### src/rtl/dram_strobe_responder.sv
`default_nettype none
// ============================================================================
// dram_strobe_responder
// 4164-style RAS/CAS/MA decode turning each CAS cycle into one req/ack
// transaction. Optional macro DRAM_REFRESH_EN: RAS-only refresh pulse/count.
// Rev 1.0
// ============================================================================
module dram_strobe_responder #(
  parameter int BANK_W = 3
) (
  input  logic               clk_16,
  input  logic               RESET_N,
  input  logic               RAS_N,
  input  logic               CAS_N,
  input  logic               MWE_N,
  input  logic [7:0]         MA,
  input  logic [BANK_W-1:0]  BANK,
  input  logic [7:0]         D_IN,
  output logic [7:0]         D_OUT,
  output logic               D_OE,
  output logic [15+BANK_W:0] mem_addr,
  output logic               mem_wr,
  output logic [7:0]         mem_wdata,
  output logic               mem_req,
  input  logic               mem_ack,
  input  logic [7:0]         mem_rdata,
  output logic               overrun,
  output logic               ref_pulse
);

  typedef enum logic [1:0] {
    S_IDLE = 2'd0,
    S_ROW  = 2'd1,
    S_BUSY = 2'd2,
    S_DATA = 2'd3
  } state_t;

  state_t            r_state;
  state_t            w_next;
  logic              r_ras_prev;
  logic              r_cas_prev;
  logic [7:0]        r_row;
  logic [BANK_W-1:0] r_bank;

  logic w_ras_fall, w_ras_rise, w_cas_fall, w_cas_rise;
  logic w_ld_row, w_ld_col, w_req_clr, w_rd_load, w_oe_clr, w_ovr_set;

  assign w_ras_fall = r_ras_prev & ~RAS_N;
  assign w_ras_rise = ~r_ras_prev & RAS_N;
  assign w_cas_fall = r_cas_prev & ~CAS_N;
  assign w_cas_rise = ~r_cas_prev & CAS_N;

  always_ff @(posedge clk_16 or negedge RESET_N) begin
    if (!RESET_N) r_state <= S_IDLE;
    else          r_state <= w_next;
  end

  always_comb begin
    w_next    = r_state;
    w_ld_row  = 1'b0;
    w_ld_col  = 1'b0;
    w_req_clr = 1'b0;
    w_rd_load = 1'b0;
    w_oe_clr  = 1'b0;
    w_ovr_set = 1'b0;
    case (r_state)
      S_IDLE: begin
        // A CAS fall here is CAS-before-RAS refresh and is ignored.
        if (w_ras_fall) begin
          w_ld_row = 1'b1;
          w_next   = S_ROW;
        end
      end
      S_ROW: begin
        if (w_ras_rise) begin
          w_next = S_IDLE;
        end else if (w_cas_fall) begin
          w_ld_col = 1'b1;
          w_next   = S_BUSY;
        end
      end
      S_BUSY: begin
        if (w_cas_fall) w_ovr_set = 1'b1;
        if (mem_ack) begin
          w_req_clr = 1'b1;
          if (!CAS_N) begin
            w_rd_load = ~mem_wr;
            w_next    = S_DATA;
          end else begin
            // CAS already gone: the data has nowhere to go.
            w_ovr_set = 1'b1;
            w_next    = RAS_N ? S_IDLE : S_ROW;
          end
        end
      end
      S_DATA: begin
        if (w_cas_rise) begin
          w_oe_clr = 1'b1;
          w_next   = RAS_N ? S_IDLE : S_ROW;
        end
      end
      default: w_next = S_IDLE;
    endcase
  end

  always_ff @(posedge clk_16 or negedge RESET_N) begin
    if (!RESET_N) begin
      r_ras_prev <= 1'b1;
      r_cas_prev <= 1'b1;
      r_row      <= '0;
      r_bank     <= '0;
      mem_addr   <= '0;
      mem_wr     <= 1'b0;
      mem_wdata  <= '0;
      mem_req    <= 1'b0;
      D_OUT      <= '0;
      D_OE       <= 1'b0;
      overrun    <= 1'b0;
    end else begin
      r_ras_prev <= RAS_N;
      r_cas_prev <= CAS_N;
      if (w_ld_row) begin
        r_row  <= MA;
        r_bank <= BANK;
      end
      if (w_ld_col) begin
        mem_addr  <= {r_bank, r_row, MA};
        mem_wr    <= ~MWE_N;
        mem_wdata <= D_IN;
        mem_req   <= 1'b1;
      end
      if (w_req_clr) mem_req <= 1'b0;
      if (w_rd_load) begin
        D_OUT <= mem_rdata;
        D_OE  <= 1'b1;
      end
      if (w_oe_clr)  D_OE    <= 1'b0;
      if (w_ovr_set) overrun <= 1'b1;
    end
  end

`ifdef DRAM_REFRESH_EN
  logic        r_cas_seen;
  logic [15:0] ref_count;
  logic        w_ras_only;

  // Row closed without any CAS since it opened: RAS-only refresh.
  assign w_ras_only = (r_state == S_ROW) && w_ras_rise && !r_cas_seen && !w_cas_fall;

  always_ff @(posedge clk_16 or negedge RESET_N) begin
    if (!RESET_N) begin
      r_cas_seen <= 1'b0;
      ref_count  <= '0;
      ref_pulse  <= 1'b0;
    end else begin
      ref_pulse <= w_ras_only;
      if (w_ras_only) ref_count <= ref_count + 16'd1;
      if (w_ld_row)
        r_cas_seen <= 1'b0;
      else if (w_cas_fall && (r_state != S_IDLE))
        r_cas_seen <= 1'b1;
    end
  end
`else
  assign ref_pulse = 1'b0;
`endif

endmodule
`default_nettype wire
### config.mk
export PLATFORM = sky130hd
export DESIGN_NAME = dram_strobe_responder
export DESIGN_NICKNAME = d
export VERILOG_FILES = /design/src/rtl/dram_strobe_responder.sv
export SDC_FILE = /design/constraint.sdc
export NUM_CORES = 1
export LEC_CHECK = 0
export ABC_AREA = 1
export CORE_MARGIN = 2
export CORE_UTILIZATION = 49
export DETAILED_ROUTE_END_ITERATION = 8
export PLACE_DENSITY = 0.81
export SLEW_MARGIN = 20
export SYNTH_ARGS = -nofsm -noshare
export SYNTH_HDL_FRONTEND = slang
export SYNTH_SLANG_ARGS = --single-unit
### constraint.sdc
create_clock -name clk_16 -period 2.91 [get_ports clk_16]
set_input_delay 0.873 -clock clk_16 [delete_from_list [all_inputs] [get_ports clk_16]]
set_output_delay 0.873 -clock clk_16 [all_outputs]
set_load 0.01 [all_outputs]
==> flow_summary.toml <==
[floorplanning]
top_level_ports = 73
fp_rows = 24
fp.dieArea_um2 = 5140
dieHeight_um = 71.7
initial_core_util_pct = 51.2
die_x_um = 71.7
core_area_um2 = 4380

[finish]
area_delta_synth_final_pct = 38.6
antenna_diode_instance_count = 0
layout-drive-gt1-share_pct = 9.74
fillerInstances = 327
final_cell_mix = "sky130_fd_sc_hd__clkdlybuf4s50_1, sky130_fd_sc_hd__nand2_1, sky130_fd_sc_hd__dfrtp_1, sky130_fd_sc_hd__inv_1"
most_frequent_standard_cell_in_the_layout_excluding_fill_and_tap_cells = "sky130_fd_sc_hd__clkdlybuf4s50_1"
design.final.nets = 340

[timing]
drv_slew = 0
relSlewSlack_pct = 58.8
hold_violations = 0
final_critical_path_setup_slack_ns = 0.800
setup_violations = 0
slew_at_the_pin_closest_to_its_max_slew_limit_ns = 0.618
timing.final.crit_period_ns = 2.11
finClkSkew_ns = 0.00927
timing.setup.tns_ns = 0
grt_setup_unrepaired = "false"
period_share_pct = 72.5
highest_achievable_clock_rate_mhz = 474

[grt]
grt_pass1_vias = 1599
grt_antenna_before_repair = 0
grt_use_total_pct = 18.6
grt_max_degree = 58
grt_pass1_wl_um = 7400
grt_remaining_overflow = 0

[routing]
wl_per_cell_um = 12.7
drc = 0
via_per_inst = 4.76
drt_pre_antenna_iters = 5
total_wire_length_after_detailed_routing_um = 4570
ant_nets = 0
via_count = 1712
drtIter0Drc = 175

[clock_tree]
max-clock-path-buffers = 2
cts.htree.levels = 2
cts_tree = "yes"
post_cts_hold_buffer_count = 0
worstSkewPairLatency_ns = 0.30
clock_sink_count = 54
cts_resized = 0
setup_buffers_after_cts = 0
cts.root.buffer_cell = "sky130_fd_sc_hd__clkbuf_8"
clk_transition_reported_paths_ns = 0.09
number_of_buffers_created_by_cts = 5

[critical_path]
required_worst_endpoint_ns = 2.04
critical_path.max_stage_delay_ns = 0.55
timing.rr.start = "r_cas_prev"
critical_path.cell_chain = "clkdlybuf4s50_1"
crit_path_end_kind = "output pin"
destination_of_the_worst_register_to_register_timing_path = "mem_wdata[3]"
worst-path-buf-inv = 1
critical_path_s_top_delay_family = "buffers and inverters"
setup.worst_path.class = "register to output pin"
worstPathArrival_ns = 1.24
ff2ff_setup_slack_ns = 1.57
worst_path_max_delay_cell = "sky130_fd_sc_hd__clkdlybuf4s50_1"
critical_path_peak_fanout = 3
cp_num_cells = 1
cp-start-kind = "register"
reg2reg_path_depth = 6

[synth]
synth.yosys.warnings = 0
ys.flop_type = "sky130_fd_sc_hd__dfrtp_1"
share_of_flip_flops_with_an_asynchronous_set_or_reset_pct = 100
syn-cell-area_um2 = 2240
postSynthRegisterBits = 54
syn_inst = 237
synth-edff-count = 0
synth.top_cells.by_area = "sky130_fd_sc_hd__dfrtp_1, sky130_fd_sc_hd__nand2_1, sky130_fd_sc_hd__inv_1, sky130_fd_sc_hd__o21ai_0, sky130_fd_sc_hd__o21ai_1"
synth_top_area_share_pct = 58.0
postSynthAreaPerCell_um2 = 9.47
synth_nets = 270
netlist.top_cell.by_area = "sky130_fd_sc_hd__dfrtp_1"
ys_types = 22
ys_seq_area_share_pct = 60.3

[min_path]
worstHoldPathType = "register to register"
whs_endpoint = "mem_addr[8]"
hold-path-cell-count = 2
min-delay-start = "mem_addr[8]"

[power_and_ir_drop]
power.leakage_nw = 1.53
ir_worst_vdd_mv = 0.595
p_per_area_nw_per_um2 = 1010

[job]
max_cap_violations = 0

[placed_design]
io_buffer_count = 71
dp_worst_setup_slack_ns = 0.596
gpl_wtd_cong = 0.816
hpwl_um = 3290

[outcome]
outcome = "completed"
## sequential cells by signal (all words and copies together), names as in the netlist, 2 cells and up
signal     count
r_row          8
r_state        2
mem_wdata      8
mem_addr      19
r_bank         3
D_OUT          8
## synthesized netlist by cell type (2+ instances only)
cell	n
sky130_fd_sc_hd__o21ai_1	18
sky130_fd_sc_hd__o21ai_2	10
sky130_fd_sc_hd__buf_6	6
sky130_fd_sc_hd__nand3_1	4
sky130_fd_sc_hd__clkbuf_2	2
sky130_fd_sc_hd__o21bai_1	2
sky130_fd_sc_hd__dfrtp_1	52
sky130_fd_sc_hd__a21oi_1	7
sky130_fd_sc_hd__nand2_1	54
sky130_fd_sc_hd__inv_1	42
sky130_fd_sc_hd__nor2_1	8
sky130_fd_sc_hd__dfstp_2	2
sky130_fd_sc_hd__buf_2	2
sky130_fd_sc_hd__inv_2	3
sky130_fd_sc_hd__o21ai_0	18
## stage by stage
step                utilization, %  cell area [µm²]  hold slack, ns  power [mW]  std cells
global placement              67.7             2970           0.465        2.49        352
finish                        70.9             3110           0.486        3.13        360
CTS                           70.9             3110           0.493        3.16        360
floorplan                        -             2240           0.453        1.88        237
detailed placement            67.7             2970           0.471        2.55        352
global route                  70.9             3110           0.511        3.33        360
## layer usage
metal	track usage [%]	routed length [µm]	vias up
met5	0	0	-
met4	8.60	121	0
met3	3.38	190	14
met2	31.8	2380	54
met1	22.8	1870	779
li1	-	-	865
## final cells by class
class                      count  area (µm²)  share of cell area [%]
sequential                    54        1350                    43.5
multi-input combinational    127         626                    20.1
inverter                      45         169                    5.43
timing repair buffer          74         753                    24.2
clock inverter                 2        60.1                    1.93
clock buffer                   6        82.6                    2.66
tap                           52        65.1                    2.09
## report_power, final
group	internal (mW)	switching, mW
Clock	0.367	0.234
Combinational	0.674	0.565
Sequential	1.09	0.198
## cell families (layout without fill, tap and decap cells)
group | after synthesis | in the layout | share of synthesized area, %
AO/OA/AOI/OAI | 56 | 56 | 14.5
buffers and inverters | 56 | 127 | 11.8
flip-flops | 54 | 54 | 60.3
other | 1 | 1 | 0.167
AND/OR/NAND/NOR | 70 | 70 | 13.2
## how the worst max path moves through the flow
stage,from,endpoint
after floorplan,CAS_N,mem_addr[10]
after global placement,CAS_N,mem_wdata[1]
after detailed placement,CAS_N,mem_wdata[5]
after CTS,mem_wr,mem_wr
after global routing,mem_wr,mem_wr
final,mem_wr,mem_wr
(Power assumes the default switching activity.)
